==> config.mk <==
export PLATFORM = sky130hd
export DESIGN_NAME = prim_cmd_queue
export DESIGN_NICKNAME = d
export VERILOG_FILES = /design/src/rtl/xosera_pkg.sv /design/src/rtl/sync_fifo.sv /design/src/rtl/prim_cmd_queue.sv
export SDC_FILE = /design/constraint.sdc
export NUM_CORES = 1
export LEC_CHECK = 0
export CAP_MARGIN = 20
export CORE_ASPECT_RATIO = 1.4
export CORE_MARGIN = 2
export CORE_UTILIZATION = 25
export CTS_BUF_LIST = sky130_fd_sc_hd__clkbuf_2 sky130_fd_sc_hd__clkbuf_4 sky130_fd_sc_hd__clkbuf_8
export DETAILED_ROUTE_END_ITERATION = 10
export GPL_TIMING_DRIVEN = 0
export MAX_ROUTING_LAYER = met4
export SYNTH_ARGS = -nofsm -noshare
export SYNTH_HDL_FRONTEND = slang
export SYNTH_SLANG_ARGS = --single-unit
export TNS_END_PERCENT = 30
==> constraint.sdc <==
create_clock -name clk -period 6.2 [get_ports clk]
set_input_delay 0.62 -clock clk [delete_from_list [all_inputs] [get_ports clk]]
set_output_delay 0.62 -clock clk [all_outputs]
set_load 0.01 [all_outputs]
==> src/rtl/xosera_pkg.sv <==
// Shared primitive-renderer definitions: command word layout and opcodes.
package xv;

  localparam logic [3:0] PRIM_CMD_START = 4'hF;

  typedef enum logic [3:0] {
    PRIM_X0    = 4'h0,
    PRIM_Y0    = 4'h1,
    PRIM_X1    = 4'h2,
    PRIM_Y1    = 4'h3,
    PRIM_COLOR = 4'h4,
    PRIM_START = 4'hF
  } prim_op_t;

  typedef struct packed {
    logic [3:0]  op;
    logic [11:0] operand;
  } prim_cmd_t;

endpackage

==> src/rtl/sync_fifo.sv <==
// Parameterised synchronous FIFO; pointers carry one extra wrap bit to tell full from empty.
module sync_fifo #(
  parameter  int WIDTH = 16,
  parameter  int DEPTH = 16,
  localparam int AW    = $clog2(DEPTH),
  localparam int LW    = AW + 1
) (
  input  logic             clk,
  input  logic             rst_n,
  input  logic             clear,
  input  logic             push,
  input  logic             pop,
  input  logic [WIDTH-1:0] wdata,
  output logic [WIDTH-1:0] rdata,
  output logic [LW-1:0]    level,
  output logic             full,
  output logic             empty
);

  logic [WIDTH-1:0] mem [DEPTH];
  logic [LW-1:0]    wr_ptr, rd_ptr, wr_nxt, rd_nxt;
  logic             do_push, do_pop;

  assign do_push = push && !full && !clear;
  assign do_pop  = pop && !empty && !clear;
  assign wr_nxt  = wr_ptr + LW'(do_push);
  assign rd_nxt  = rd_ptr + LW'(do_pop);
  assign rdata   = mem[rd_ptr[AW-1:0]];

  always_ff @(posedge clk)
    if (do_push) mem[wr_ptr[AW-1:0]] <= wdata;

  always_ff @(posedge clk or negedge rst_n) begin
    if (!rst_n) begin
      wr_ptr <= '0;
      rd_ptr <= '0;
      level  <= '0;
      full   <= 1'b0;
      empty  <= 1'b1;
    end else if (clear) begin
      wr_ptr <= '0;
      rd_ptr <= '0;
      level  <= '0;
      full   <= 1'b0;
      empty  <= 1'b1;
    end else begin
      wr_ptr <= wr_nxt;
      rd_ptr <= rd_nxt;
      level  <= wr_nxt - rd_nxt;
      full   <= (wr_nxt[AW] != rd_nxt[AW]) && (wr_nxt[AW-1:0] == rd_nxt[AW-1:0]);
      empty  <= (wr_nxt == rd_nxt);
    end
  end

endmodule

==> src/rtl/prim_cmd_queue.sv <==
// Command queue ahead of the primitive renderer; holds issue after a start
// command until the renderer reports line completion.
module prim_cmd_queue
  import xv::*;
#(
  parameter  int DEPTH = 16,
  localparam int LW    = $clog2(DEPTH) + 1
) (
  input  logic          clk,
  input  logic          reset_n_i,
  input  logic          wr_i,
  input  logic [15:0]   wr_data_i,
  input  logic          clear_i,
  input  logic          done_i,
  output logic [15:0]   cmd_o,
  output logic          cmd_valid_o,
  output logic          full_o,
  output logic [LW-1:0] level_o,
  output logic          busy_o,
  output logic          overflow_o
);

  typedef enum logic [1:0] {IDLE, ISSUE, WAIT_DONE} state_t;

  state_t        state, state_nxt;
  logic          pop, push_ok, busy_nxt, empty, full;
  logic [15:0]   head;
  logic [LW-1:0] level;
  prim_cmd_t     head_cmd;

  assign head_cmd = head;
  assign full_o   = full;
  assign level_o  = level;

  sync_fifo #(.WIDTH(16), .DEPTH(DEPTH)) u_fifo (
    .clk   (clk),
    .rst_n (reset_n_i),
    .clear (clear_i),
    .push  (wr_i),
    .pop   (pop),
    .wdata (wr_data_i),
    .rdata (head),
    .level (level),
    .full  (full),
    .empty (empty)
  );

  always_ff @(posedge clk or negedge reset_n_i)
    if (!reset_n_i) state <= IDLE;
    else            state <= state_nxt;

  // IDLE pops directly so a word pushed into an empty queue issues two edges later.
  always_comb begin
    state_nxt = IDLE;
    pop       = 1'b0;
    push_ok   = wr_i && !full;
    busy_nxt  = 1'b0;
    case (state)
      IDLE, ISSUE: begin
        if (!empty) begin
          pop = 1'b1;
          if (head_cmd.op == PRIM_CMD_START)   state_nxt = WAIT_DONE;
          else if (level != LW'(1) || push_ok) state_nxt = ISSUE;
        end
      end
      WAIT_DONE: begin
        if (!done_i)                state_nxt = WAIT_DONE;
        else if (!empty || push_ok) state_nxt = ISSUE;
      end
      default: state_nxt = IDLE;
    endcase
    busy_nxt = (state_nxt != IDLE) || (level != LW'(pop)) || push_ok;
    if (clear_i) begin
      state_nxt = IDLE;
      pop       = 1'b0;
      busy_nxt  = 1'b0;
    end
  end

  always_ff @(posedge clk or negedge reset_n_i) begin
    if (!reset_n_i) begin
      cmd_o       <= '0;
      cmd_valid_o <= 1'b0;
      busy_o      <= 1'b0;
      overflow_o  <= 1'b0;
    end else begin
      cmd_valid_o <= pop;
      busy_o      <= busy_nxt;
      if (pop) cmd_o <= head;
      if (clear_i)          overflow_o <= 1'b0;
      else if (wr_i && full) overflow_o <= 1'b1;
    end
  end

endmodule

==> implementation parameters, run 1 <==
Parameter                              Value

Synthesis
  Syn avg cell area    18.7 um^2
  Share of async-settable or async-resettable flops after synthesis    between 10% and 20%
  Gate count after technology mapping    just over 600
  Portion of the post-synthesis area used by sequential elements    approximately three quarters
  EDFF count, synth    about 260
  Main flop type after synthesis    sky130_fd_sc_hd__edfxtp_1
  Post-Synthesis Cell Area    ~0.012 mm^2
  Count of different cell masters after synthesis    46
  Register bit total from synthesis    approximately 300
  Synthesis Warnings    0
  Nets in the synthesized netlist    654

STA
  Number of max-slew violations in the final report    0
  Crit path setup slack, layout    between 2 and 2.5 ns
  Number of endpoints failing setup at the final stage    0
  Unrepaired setup endpoints after global routing    false
  Hold Slack    between 0.4 and 0.5 ns
  Number of hold violations in the final report    0
  Peak Freq    roughly 260 MHz
  Clock period minus worst slack    3.78 ns
  Portion of the clock cycle consumed by the worst path in the final layout    slightly above 60%
  Post-route clock skew    approximately 0.021 ns
  Slew of the pin with the lowest slew margin    about 0.94 ns
  Slew Limit Headroom    approximately 37%
  Post-Route Setup TNS    0 ns

Power and ir drop
  Pwr/cell area    around 310 mW/mm^2
  Total design power    roughly 4.4 mW
  Static Leak    between 4 and 5 nW
  Peak VDD IR    around 0.00015 V

Layout
  Final layout net count    around 770
  Area growth syn-to-layout    21.6%
  Sequential cell area    ~0.0086 mm^2
  Number of fill cells in the layout    roughly 4500
  Proportion of layout cells with a drive suffix above 1    about 22%
  Area taken by multi-input logic gates    roughly 0.0028 mm^2
  Post-route cell area    between 0.01 and 0.015 mm^2
  Antenna Cells    0

Global routing
  Remaining Overflow, GRT    0
  Global Route Usage Sum    around an eighth
  Pin count of the biggest net entering global routing    33
  Met2 Track Usage GR    ~22%
  Wire length of the first global-routing pass    42.3 mm
  Routing usage on met3    between 2 and 2.5%
  Via count of the first global-routing pass    ~6500
  Initial antenna violation count    0
  Most used routing layer    met2
  Global Route met1 Usage    14.1%

Floorplanning
  Die Y    between 200 and 300 um
  Floorplan core area    0.0460 mm^2
  Area of the die    slightly below 0.05 mm^2
  Initial standard-cell utilization of the core    between 20% and 30%
  Row count    93
  Horiz. Die Dim    approximately 190 um
  I/O pin count    46

Setup path
  Worst-path fanout max    10
  Critical setup path kind    in -> reg
  Worst Path Required    roughly 6.6 ns
  CP Data Arrival Time    roughly 4.2 ns
  Kind of launch point of the worst setup path    input pin
  Critical Path End Type    flop

Clock tree
  Number of H-tree branching levels    2
  Clock transition at path regs    around 0.06 ns
  Root cell of the clock tree    sky130_fd_sc_hd__clkbuf_8
  Largest buffer count on any clock path    3
  Num CTS Buffers    47
  Clock latency reported for the late side of the worst-skew pair    about 0.56 ns
  TritonCTS clock tree    yes
  Number of sinks driven by the clock tree    294

Detailed routing
  Via density per instance    4.48
  Routed WL    about 29 mm
  Detailed-route wire length per cell    20.7 um
  Total number of vias    between 6000 and 7000
  Number of nets with antenna violations after routing    0
  Remaining routing DRC violations    0
  Pre-Repair DR Iteration Count    5
  First DRT Iteration DRCs    approximately 480

Run status
  Outcome    finished clean

Place
  # port buffers    45
  Post-placement setup slack    between 1.5 and 2 ns
  Post-detail-place hpwl    between 15 and 20 mm
  Final GP Congestion    around 0.74
  Cell area reported after detailed placement    0.0132 mm^2

Hold path
  Path category of the worst min-delay check    in -> async

Job
  Count of maximum capacitance violations    0
==> registers in the layout (all words and copies together) (netlist names) <==
register       count
u_fifo.full        1
u_fifo.rd_ptr      5
state              2
u_fifo.mem       256
u_fifo.level       5
busy_o             1
u_fifo.empty       1
overflow_o         1
u_fifo.wr_ptr      5
cmd_o             16
cmd_valid_o        1
==> where the power goes <==
part | leakage, nW | switching [mW] | internal, mW
Sequential | 2.80 | 0.0523 | 2.23
Combinational | 1.27 | 0.275 | 0.275
Clock | 0.485 | 0.730 | 0.885
Total | 4.55 | 1.06 | 3.39
==> Yosys cell counts, types with 6 or more instances <==
master	number	area, um^2
sky130_fd_sc_hd__nand2_1	17	63.8
sky130_fd_sc_hd__mux2i_1	64	641
sky130_fd_sc_hd__xor2_1	6	52.6
sky130_fd_sc_hd__nor2b_1	6	37.5
sky130_fd_sc_hd__ha_1	9	113
sky130_fd_sc_hd__o22ai_1	13	81.3
sky130_fd_sc_hd__nor2_1	31	116
sky130_fd_sc_hd__xnor2_1	6	52.6
sky130_fd_sc_hd__o31ai_1	12	90.1
sky130_fd_sc_hd__o221ai_1	24	210
sky130_fd_sc_hd__buf_4	11	82.6
sky130_fd_sc_hd__a221oi_2	8	120
sky130_fd_sc_hd__edfxtp_1	256	7690
sky130_fd_sc_hd__a21boi_0	12	90.1
sky130_fd_sc_hd__dfrtp_1	37	926
sky130_fd_sc_hd__clkbuf_1	14	52.6
sky130_fd_sc_hd__mux4_2	31	698
==> final timing paths <==
path,from,end,slack [ns],cells past startpoint
max in group asynchronous,reset_n_i,u_fifo.empty,5.16,3
hold / removal,reset_n_i,cmd_o[15],0.48,2
hold reg to reg,cmd_o[6],cmd_o[6],0.48,2
setup reg to reg,u_fifo.empty,u_fifo.level[4],2.57,11
setup / recovery,clear_i,u_fifo.level[4],2.42,12
min in group clk,cmd_o[6],cmd_o[6],0.48,2
==> stage by stage <==
| stage | util [%] | cells |
|---|---|---|
| floorplan | - | 623 |
| global placement | 27.9 | 1285 |
| detailed placement | 28.7 | 1304 |
| CTS | 30.7 | 1390 |
| global route | 30.7 | 1390 |
| finish | 30.7 | 1390 |
==> area by class of cell <==
type | instances | area share [%]
clock inverters | 16 | 0.664
clock buffers | 69 | 5.79
multi-input cells | 290 | 19.9
plain buffers | 32 | 1.45
flip-flops and latches | 294 | 61.1
well taps | 617 | 5.46
inverters | 7 | 0.186
repair buffers | 65 | 5.45
==> cell usage in the layout, fill, tap and decap left out, types with 14 or more instances in the layout <==
cell | synthesis | layout
sky130_fd_sc_hd__edfxtp_1 | 256 | 256
sky130_fd_sc_hd__mux2i_1 | 64 | 64
sky130_fd_sc_hd__clkbuf_8 | 0 | 48
sky130_fd_sc_hd__clkdlybuf4s50_1 | 0 | 44
sky130_fd_sc_hd__dfrtp_1 | 37 | 37
sky130_fd_sc_hd__mux4_2 | 31 | 31
sky130_fd_sc_hd__o221ai_1 | 24 | 24
sky130_fd_sc_hd__clkbuf_4 | 0 | 21
sky130_fd_sc_hd__nor2_1 | 31 | 19
sky130_fd_sc_hd__nand2_1 | 17 | 17
sky130_fd_sc_hd__clkbuf_1 | 14 | 14
==> worst max-delay path: stages <==
cell and delay [ns]:
sky130_fd_sc_hd__clkdlybuf4s50_1 0.59, sky130_fd_sc_hd__or3_1 0.16, sky130_fd_sc_hd__clkbuf_1 0.60, sky130_fd_sc_hd__clkinv_1 0.47, sky130_fd_sc_hd__ha_1 0.34, sky130_fd_sc_hd__ha_1 0.22
sky130_fd_sc_hd__xnor2_1 0.32, sky130_fd_sc_hd__ha_1 0.33, sky130_fd_sc_hd__a21o_1 0.17, sky130_fd_sc_hd__a21oi_1 0.16, sky130_fd_sc_hd__xor2_1 0.16, sky130_fd_sc_hd__nor2_1 0.06
==> metal layers <==
layer	vias up	wire [um]
met5	-	0
met4	0	883
met3	50	1370
met2	177	15200
met1	3256	11300
li1	2751	-
==> repair_timing <==
action | 4_1_cts | 5_1_grt
endpoints found under the setup margin | 0 | 0
buffers inserted | 0 | 0
gates resized for setup | 0 | 0
endpoints found under the hold margin | 6 | 0
hold buffers | 1 | 0
==> logic make-up (layout without fill, tap and decap cells) <==
family	Yosys count	after routing	share of synthesized area [%]
flip-flops	294	294	74.3
multiplexers	96	96	11.7
adder cells (fa/ha/maj)	10	10	1.14
AO/OA/AOI/OAI	94	94	6.75
XOR/XNOR	12	12	0.904
buffers and inverters	39	189	1.99
AND/OR/NAND/NOR	78	78	3.13
No activity file was read; power rests on OpenSTA's default activity.
==> run 2, diff against run 1 <==
clock period = 3.2 ns   (was 6.2 ns; I/O delays follow)
==> run 2 against run 1 <==
Effect of this change: flip-flop and latch count stayed put; clock power increased by 94%; via count is 0.16% higher; sequential share of layout area is essentially flat; sequential power is 94% higher; hold slack got worse by 0.29 ns; register-to-register slack got worse by 2.3 ns; non-clock buffer count is 1 lower; largest cell class unchanged.
==> implementation parameters, run 2 (same netlist as run 1, synthesis figures left out) <==
Parameter                              Value

Layout
  Sequential cell area    0.00864 mm^2 (unchanged)
  Proportion of layout cells with a drive suffix above 1    22.5% (+0.16 points)
  Number of flip-flops under the largest register name    256 (unchanged)
  Number of fill cells in the layout    4470 (-0.022%)
  Post-layout utilization of the core    30.7% (about the same)
  Most common cell after layout, fill and taps aside    sky130_fd_sc_hd__edfxtp_1
  Area taken by multi-input logic gates    0.00281 mm^2 (+0.18%)
  Area growth syn-to-layout    21.6% (about the same)
  Antenna Cells    0 (unchanged)
  Top library cells by usage in the layout, fill and taps aside    sky130_fd_sc_hd__edfxtp_1, sky130_fd_sc_hd__mux2i_1, sky130_fd_sc_hd__clkbuf_8
  Final layout net count    767 (-0.13%)
  Post-route cell area    0.0141 mm^2 (about the same)

STA
  Clock period minus worst slack    2.92 ns
  Number of max-slew violations in the final report    0 (unchanged)
  Crit path setup slack, layout    0.276 ns (-2.14 ns)
  Post-route clock skew    0.0202 ns (-0.000951 ns)
  Slew of the pin with the lowest slew margin    0.944 ns (+0.00407 ns)
  Peak Freq    around 340 MHz
  Portion of the clock cycle consumed by the worst path in the final layout    91.4%
  Number of hold violations in the final report    0 (unchanged)
  Unrepaired setup endpoints after global routing    false
  Slew Limit Headroom    36.7% (-0.61 points)
  Number of endpoints failing setup at the final stage    0 (unchanged)

Setup path
  Kind of launch point of the worst setup path    flop
  Worst-path cell chain    or3_4, clkinv_1, ha_1, ha_1, xnor2_1, ha_1, a21o_1, a21oi_1, xor2_1, nor2_1
  Critical Path End Type    flop
  Depth of the most critical reg-to-reg path    10 (-1)
  Worst Path Required    3.61 ns (-3.00 ns)
  Origin of the critical flop-to-flop path    u_fifo.empty
  Delay of the slowest critical-path stage    0.55 ns (-0.05 ns)
  Slowest cell on crit path    sky130_fd_sc_hd__dfstp_2
  Worst-path fanout max    11 (+1)
  Worst setup path start    u_fifo.empty
  CP Data Arrival Time    3.33 ns (-0.86 ns)
  Critical setup path kind    reg -> reg
  Most frequent cell on the critical path    sky130_fd_sc_hd__ha_1

Power and ir drop
  Peak VDD IR    0.000299 V (+96%)
  Static Leak    4.55 nW (about the same)
  Pwr/cell area    609 mW/mm^2 (+94%)

Floorplanning
  I/O pin count    46 (unchanged)
  Row count    93 (unchanged)
  Horiz. Die Dim    186 um (unchanged)
  Floorplan core area    0.0460 mm^2 (unchanged)
  Initial standard-cell utilization of the core    25.3% (unchanged)
  Die Y    259 um (unchanged)
  Area of the die    0.0483 mm^2 (unchanged)

Detailed routing
  Remaining routing DRC violations    0 (unchanged)
  Routed WL    28.8 mm (about the same)
  First DRT Iteration DRCs    508 (+6.9%)
  Total number of vias    6244 (+0.16%)
  Via density per instance    4.50 (+0.23%)
  Pre-Repair DR Iteration Count    5 (unchanged)
  Detailed-route wire length per cell    20.7 um (about the same)
  Number of nets with antenna violations after routing    0 (unchanged)

Clock tree
  Clock latency reported for the late side of the worst-skew pair    0.56 ns (about the same)
  Clock transition at path regs    0.06 ns (about the same)
  TritonCTS clock tree    yes
  Number of sinks driven by the clock tree    294 (unchanged)
  Num CTS Buffers    47 (unchanged)
  Largest buffer count on any clock path    3 (unchanged)
  Root cell of the clock tree    sky130_fd_sc_hd__clkbuf_8
  Number of H-tree branching levels    2 (unchanged)
  Post-CTS Setup Inserts    0 (unchanged)

Global routing
  Via count of the first global-routing pass    6499 (unchanged)
  Pin count of the biggest net entering global routing    33 (unchanged)
  Initial antenna violation count    0 (unchanged)
  Remaining Overflow, GRT    0 (unchanged)
  Global Route Usage Sum    12.4% (about the same)
  Wire length of the first global-routing pass    42.3 mm (about the same)

Place
  Post-detail-place hpwl    19.3 mm (unchanged)
  Cell area reported after detailed placement    0.0132 mm^2 (unchanged)
  # port buffers    45 (unchanged)
  Final GP Congestion    0.736 (unchanged)
  Post-placement setup slack    -0.849 ns (-2.70 ns)

Run status
  Outcome    finished clean

Job
  Count of maximum capacitance violations    0 (unchanged)

Hold path
  Path category of the worst min-delay check    in -> async
[run 2: changes by cell type in the layout (fill, tap and decap cells not counted)]
cell,before,now
sky130_fd_sc_hd__clkbuf_1,14,13
sky130_fd_sc_hd__or3_4,0,1
sky130_fd_sc_hd__or3_1,1,0
[run 2: per-stage QoR]
stage,hold slack (ns),cells,setup TNS (ns),power (mW)
2_1_floorplan,0.0244,623,0,5.04
3_3_place_gp,0.470,1285,-137.48,5.56
3_5_place_dp,0.206,1304,-3.53,5.59
4_1_cts,0.175,1389,0,8.71
5_1_grt,0.186,1389,0,8.95
6_report,0.191,1389,0,8.61
[run 2: cell type report]
type	count	share of cell area, %
clock inverter	16	0.664
tap	617	5.46
inverter	7	0.186
buffer	31	1.43
multi-input combinational	290	19.9
clock buffer	69	5.79
timing repair buffer	65	5.44
sequential	294	61.1
[run 2: final timing paths]
| kind | end | slack [ns] |
|---|---|---|
| min in group clk | overflow_o | 0.42 |
| setup / recovery | u_fifo.level[4] | 0.28 |
| setup reg to reg | u_fifo.level[4] | 0.28 |
| hold reg to reg | cmd_o[6] | 0.48 |
| hold / removal | cmd_o[15] | 0.19 |
| max in group asynchronous | u_fifo.empty | 2.46 |
[run 2: metal layers]
metal	wire (um)	global-route usage (%)	part of all wire, %	vias to the layer above
met5	0	-	0	-
met4	896	4.27	3.1	0
met3	1520	2.46	5.3	51
met2	15300	21.7	53	184
met1	11100	14.1	39	3263
li1	-	-	-	2746
[run 2: timing repair]
action	4_1_cts	5_1_grt
gates resized for setup	1	0
endpoints found under the hold margin	37	0
hold buffers	1	0
endpoints found under the setup margin	6	0
[run 2: worst max-delay path, delay by kind of cell (launching register included)]
kind	cells	cell delay [ns]
fa+ha+maj	3	0.85
flops	1	0.55
xor+xnor	2	0.48
compound gates	2	0.33
simple gates	2	0.31
buf+inv	1	0.27
[run 2: report_power, final]
| group | switching (mW) | internal (mW) | leakage, nW |
|---|---|---|---|
| sequential | 0.102 | 4.32 | 2.80 |
| combinational | 0.531 | 0.534 | 1.27 |
| clock | 1.41 | 1.71 | 0.485 |
| total | 2.05 | 6.57 | 4.55 |
==> run 3, diff against run 2 <==
SETUP_SLACK_MARGIN = 0.3   (was not set)
==> run 3 against run 2 <==
Effect of this change: clock skew is 0.0015 ns higher; via count is 0.16% higher; first-iteration DRC count is 10% lower; critical path type unchanged; design area is 0.18% higher; critical endpoint unchanged; global-route usage hardly changed; sequential share of layout area is 0.11 points lower; wire length is 0.52% higher; worst setup slack better by 0.22 ns; flip-flop and latch count stayed put; cell count hardly changed; sequential power hardly changed; largest cell class unchanged; total power hardly changed.
==> implementation parameters, run 3 (same netlist as run 1, synthesis figures left out) <==
Parameter                              Value

Floorplanning
  Initial standard-cell utilization of the core    25.3% (unchanged)
  I/O pin count    46 (unchanged)
  Row count    93 (unchanged)
  Floorplan core area    0.0460 mm^2 (unchanged)
  Area of the die    0.0483 mm^2 (unchanged)
  Die Y    259 um (unchanged)
  Horiz. Die Dim    186 um (unchanged)

Setup path
  Critical setup path kind    reg -> reg
  Worst-path fanout max    10 (-1)
  Depth of the most critical reg-to-reg path    11 (+1)
  Reg-to-reg endpoint    u_fifo.level[4]
  Number of buffer and inverter instances along the worst setup path    3 (+2)
  Kind of launch point of the worst setup path    flop
  Worst Path Required    3.61 ns (about the same)
  Cell family with most CP delay    adder cells
  Slowest cell on crit path    sky130_fd_sc_hd__dfstp_2
  Worst setup path start    u_fifo.empty
  Critical Path End Type    flop
  Stages on the worst setup path    11 (+1)
  Register-to-register setup slack    0.50 ns (+0.22 ns)
  CP Data Arrival Time    3.11 ns (-0.22 ns)
  Worst-path cell chain    or3_1, buf_6, inv_4, ha_1, ha_2, inv_1, fa_1, a21o_1, a21oi_1, xor2_1, nor2_1
  Origin of the critical flop-to-flop path    u_fifo.empty
  Delay of the slowest critical-path stage    0.55 ns (about the same)

Place
  Cell area reported after detailed placement    0.0132 mm^2 (unchanged)
  # port buffers    45 (unchanged)
  Final GP Congestion    0.736 (unchanged)
  Post-detail-place hpwl    19.3 mm (unchanged)
  Post-placement setup slack    -0.849 ns (unchanged)
  Instance count after placement with tap cells included    1304 (unchanged)

STA
  Portion of the clock cycle consumed by the worst path in the final layout    84.5% (-6.9 points)
  Slew of the pin with the lowest slew margin    0.960 ns (+0.0163 ns)
  Slew Limit Headroom    35.7% (-1.1 points)
  Crit path setup slack, layout    0.497 ns (+0.221 ns)
  Peak Freq    370 MHz (+8.2%)
  Post-route clock skew    0.0217 ns (+0.00152 ns)
  Number of endpoints failing setup at the final stage    0 (unchanged)
  Unrepaired setup endpoints after global routing    false
  Number of max-slew violations in the final report    0 (unchanged)
  Clock period minus worst slack    2.70 ns (-0.221 ns)
  Post-Route Setup TNS    0 ns (unchanged)
  Number of hold violations in the final report    0 (unchanged)

Layout
  Final layout net count    768 (+0.13%)
  Number of flip-flops under the largest register name    256 (unchanged)
  Most common cell after layout, fill and taps aside    sky130_fd_sc_hd__edfxtp_1
  Area growth syn-to-layout    21.8%
  Final Non-Filler Cells    1390 (+0.072%)
  Top library cells by usage in the layout, fill and taps aside    sky130_fd_sc_hd__edfxtp_1, sky130_fd_sc_hd__mux2i_1, sky130_fd_sc_hd__clkbuf_8
  Proportion of layout cells with a drive suffix above 1    22.9% (+0.36 points)
  Antenna Cells    0 (unchanged)
  Post-route cell area    0.0142 mm^2 (+0.18%)

Power and ir drop
  Seq pwr share    51.3% (about the same)
  Net Switching    2.05 mW (+0.27%)
  Total design power    8.62 mW (about the same)
  Clk pwr share    36.3% (about the same)
  Pwr/cell area    609 mW/mm^2 (about the same)
  Internal cell power    6.57 mW (about the same)
  Proportion of power drawn by combinational gates    12.4% (about the same)
  Static Leak    4.56 nW (+0.21%)
  Sw Share    23.8% (+0.041 points)
  Peak VDD IR    0.000295 V (-1.1%)

Global routing
  Remaining Overflow, GRT    0 (unchanged)
  Initial antenna violation count    0 (unchanged)
  Wire length of the first global-routing pass    42.4 mm (+0.20%)
  Via count of the first global-routing pass    6494 (-0.077%)
  Global Route Usage Sum    12.5% (+0.025 points)
  Pin count of the biggest net entering global routing    33 (unchanged)

Detailed routing
  Via density per instance    4.50 (about the same)
  Number of nets with antenna violations after routing    0 (unchanged)
  Pre-Repair DR Iteration Count    5 (unchanged)
  First DRT Iteration DRCs    456 (-10%)
  Routed WL    28.9 mm (+0.52%)
  Total number of vias    6254 (+0.16%)
  Detailed-route wire length per cell    20.8 um (+0.45%)
  Remaining routing DRC violations    0 (unchanged)

Clock tree
  Largest buffer count on any clock path    3 (unchanged)
  Number of sinks driven by the clock tree    294 (unchanged)
  TritonCTS clock tree    yes
  Clock transition at path regs    0.06 ns (about the same)
  Post-CTS Setup Inserts    0 (unchanged)
  Num CTS Buffers    47 (unchanged)
  Clock latency reported for the late side of the worst-skew pair    0.56 ns (about the same)
  Root cell of the clock tree    sky130_fd_sc_hd__clkbuf_8
  Number of H-tree branching levels    2 (unchanged)

Job
  Count of maximum capacitance violations    0 (unchanged)

Run status
  Outcome    finished clean

Hold path
  Path category of the worst min-delay check    in -> async
## run 3: cell count changes in the layout (fill, tap and decap cells not counted), sizes merged
cell / change
clkbuf: -1
inv: +1
clkdlybuf4s15: +1
buf: +1
clkinv: -1
## run 3: repair_timing
item / 4_1_cts / 5_1_grt
hold buffers: 1 / 0
hold endpoints to repair: 37 / 0
resized for setup: 4 / 6
endpoints found under the setup margin: 6 / 2
## run 3: how the worst max path moves through the flow
stage | to
after floorplan | u_fifo.level[4]
after global placement | u_fifo.mem[0][0]
after detailed placement | u_fifo.level[4]
after CTS | u_fifo.level[4]
after global routing | u_fifo.level[4]
final | u_fifo.level[4]
## run 3: cell type report
cell class	count	area, um^2
Sequential cell	294	8640
Inverter	7	28.8
Clock buffer	69	818
Multi-Input combinational cell	290	2820
Timing Repair Buffer	65	769
Clock inverter	16	93.8
Tap cell	617	772
Fill cell	4463	31800
Buffer	32	219
## run 3: power groups by stage
stage / registers, mW / logic, mW / clock network, mW
after detailed placement: 4.51 / 1.08 / 0
final: 4.42 / 1.07 / 3.13
after global placement: 4.50 / 1.06 / 0
after floorplan: 4.52 / 0.521 / 0
after global routing: 4.44 / 1.16 / 3.36
after CTS: 4.43 / 1.09 / 3.19
## run 3: per-layer routing
layer,part of all wire [%],GRT usage [%],vias up
met5,0,-,-
met4,3.1,4.13,0
met3,4.7,2.47,52
met2,53,21.8,183
met1,40,14.2,3268
li1,-,-,2751
## run 3: metrics by stage
step                      utilization, %  hold slack (ns)
after floorplan                        -           0.0244
after global placement              27.9            0.470
after detailed placement            28.7            0.206
after CTS                           30.8            0.175
after global routing                30.8            0.186
final                               30.8            0.190
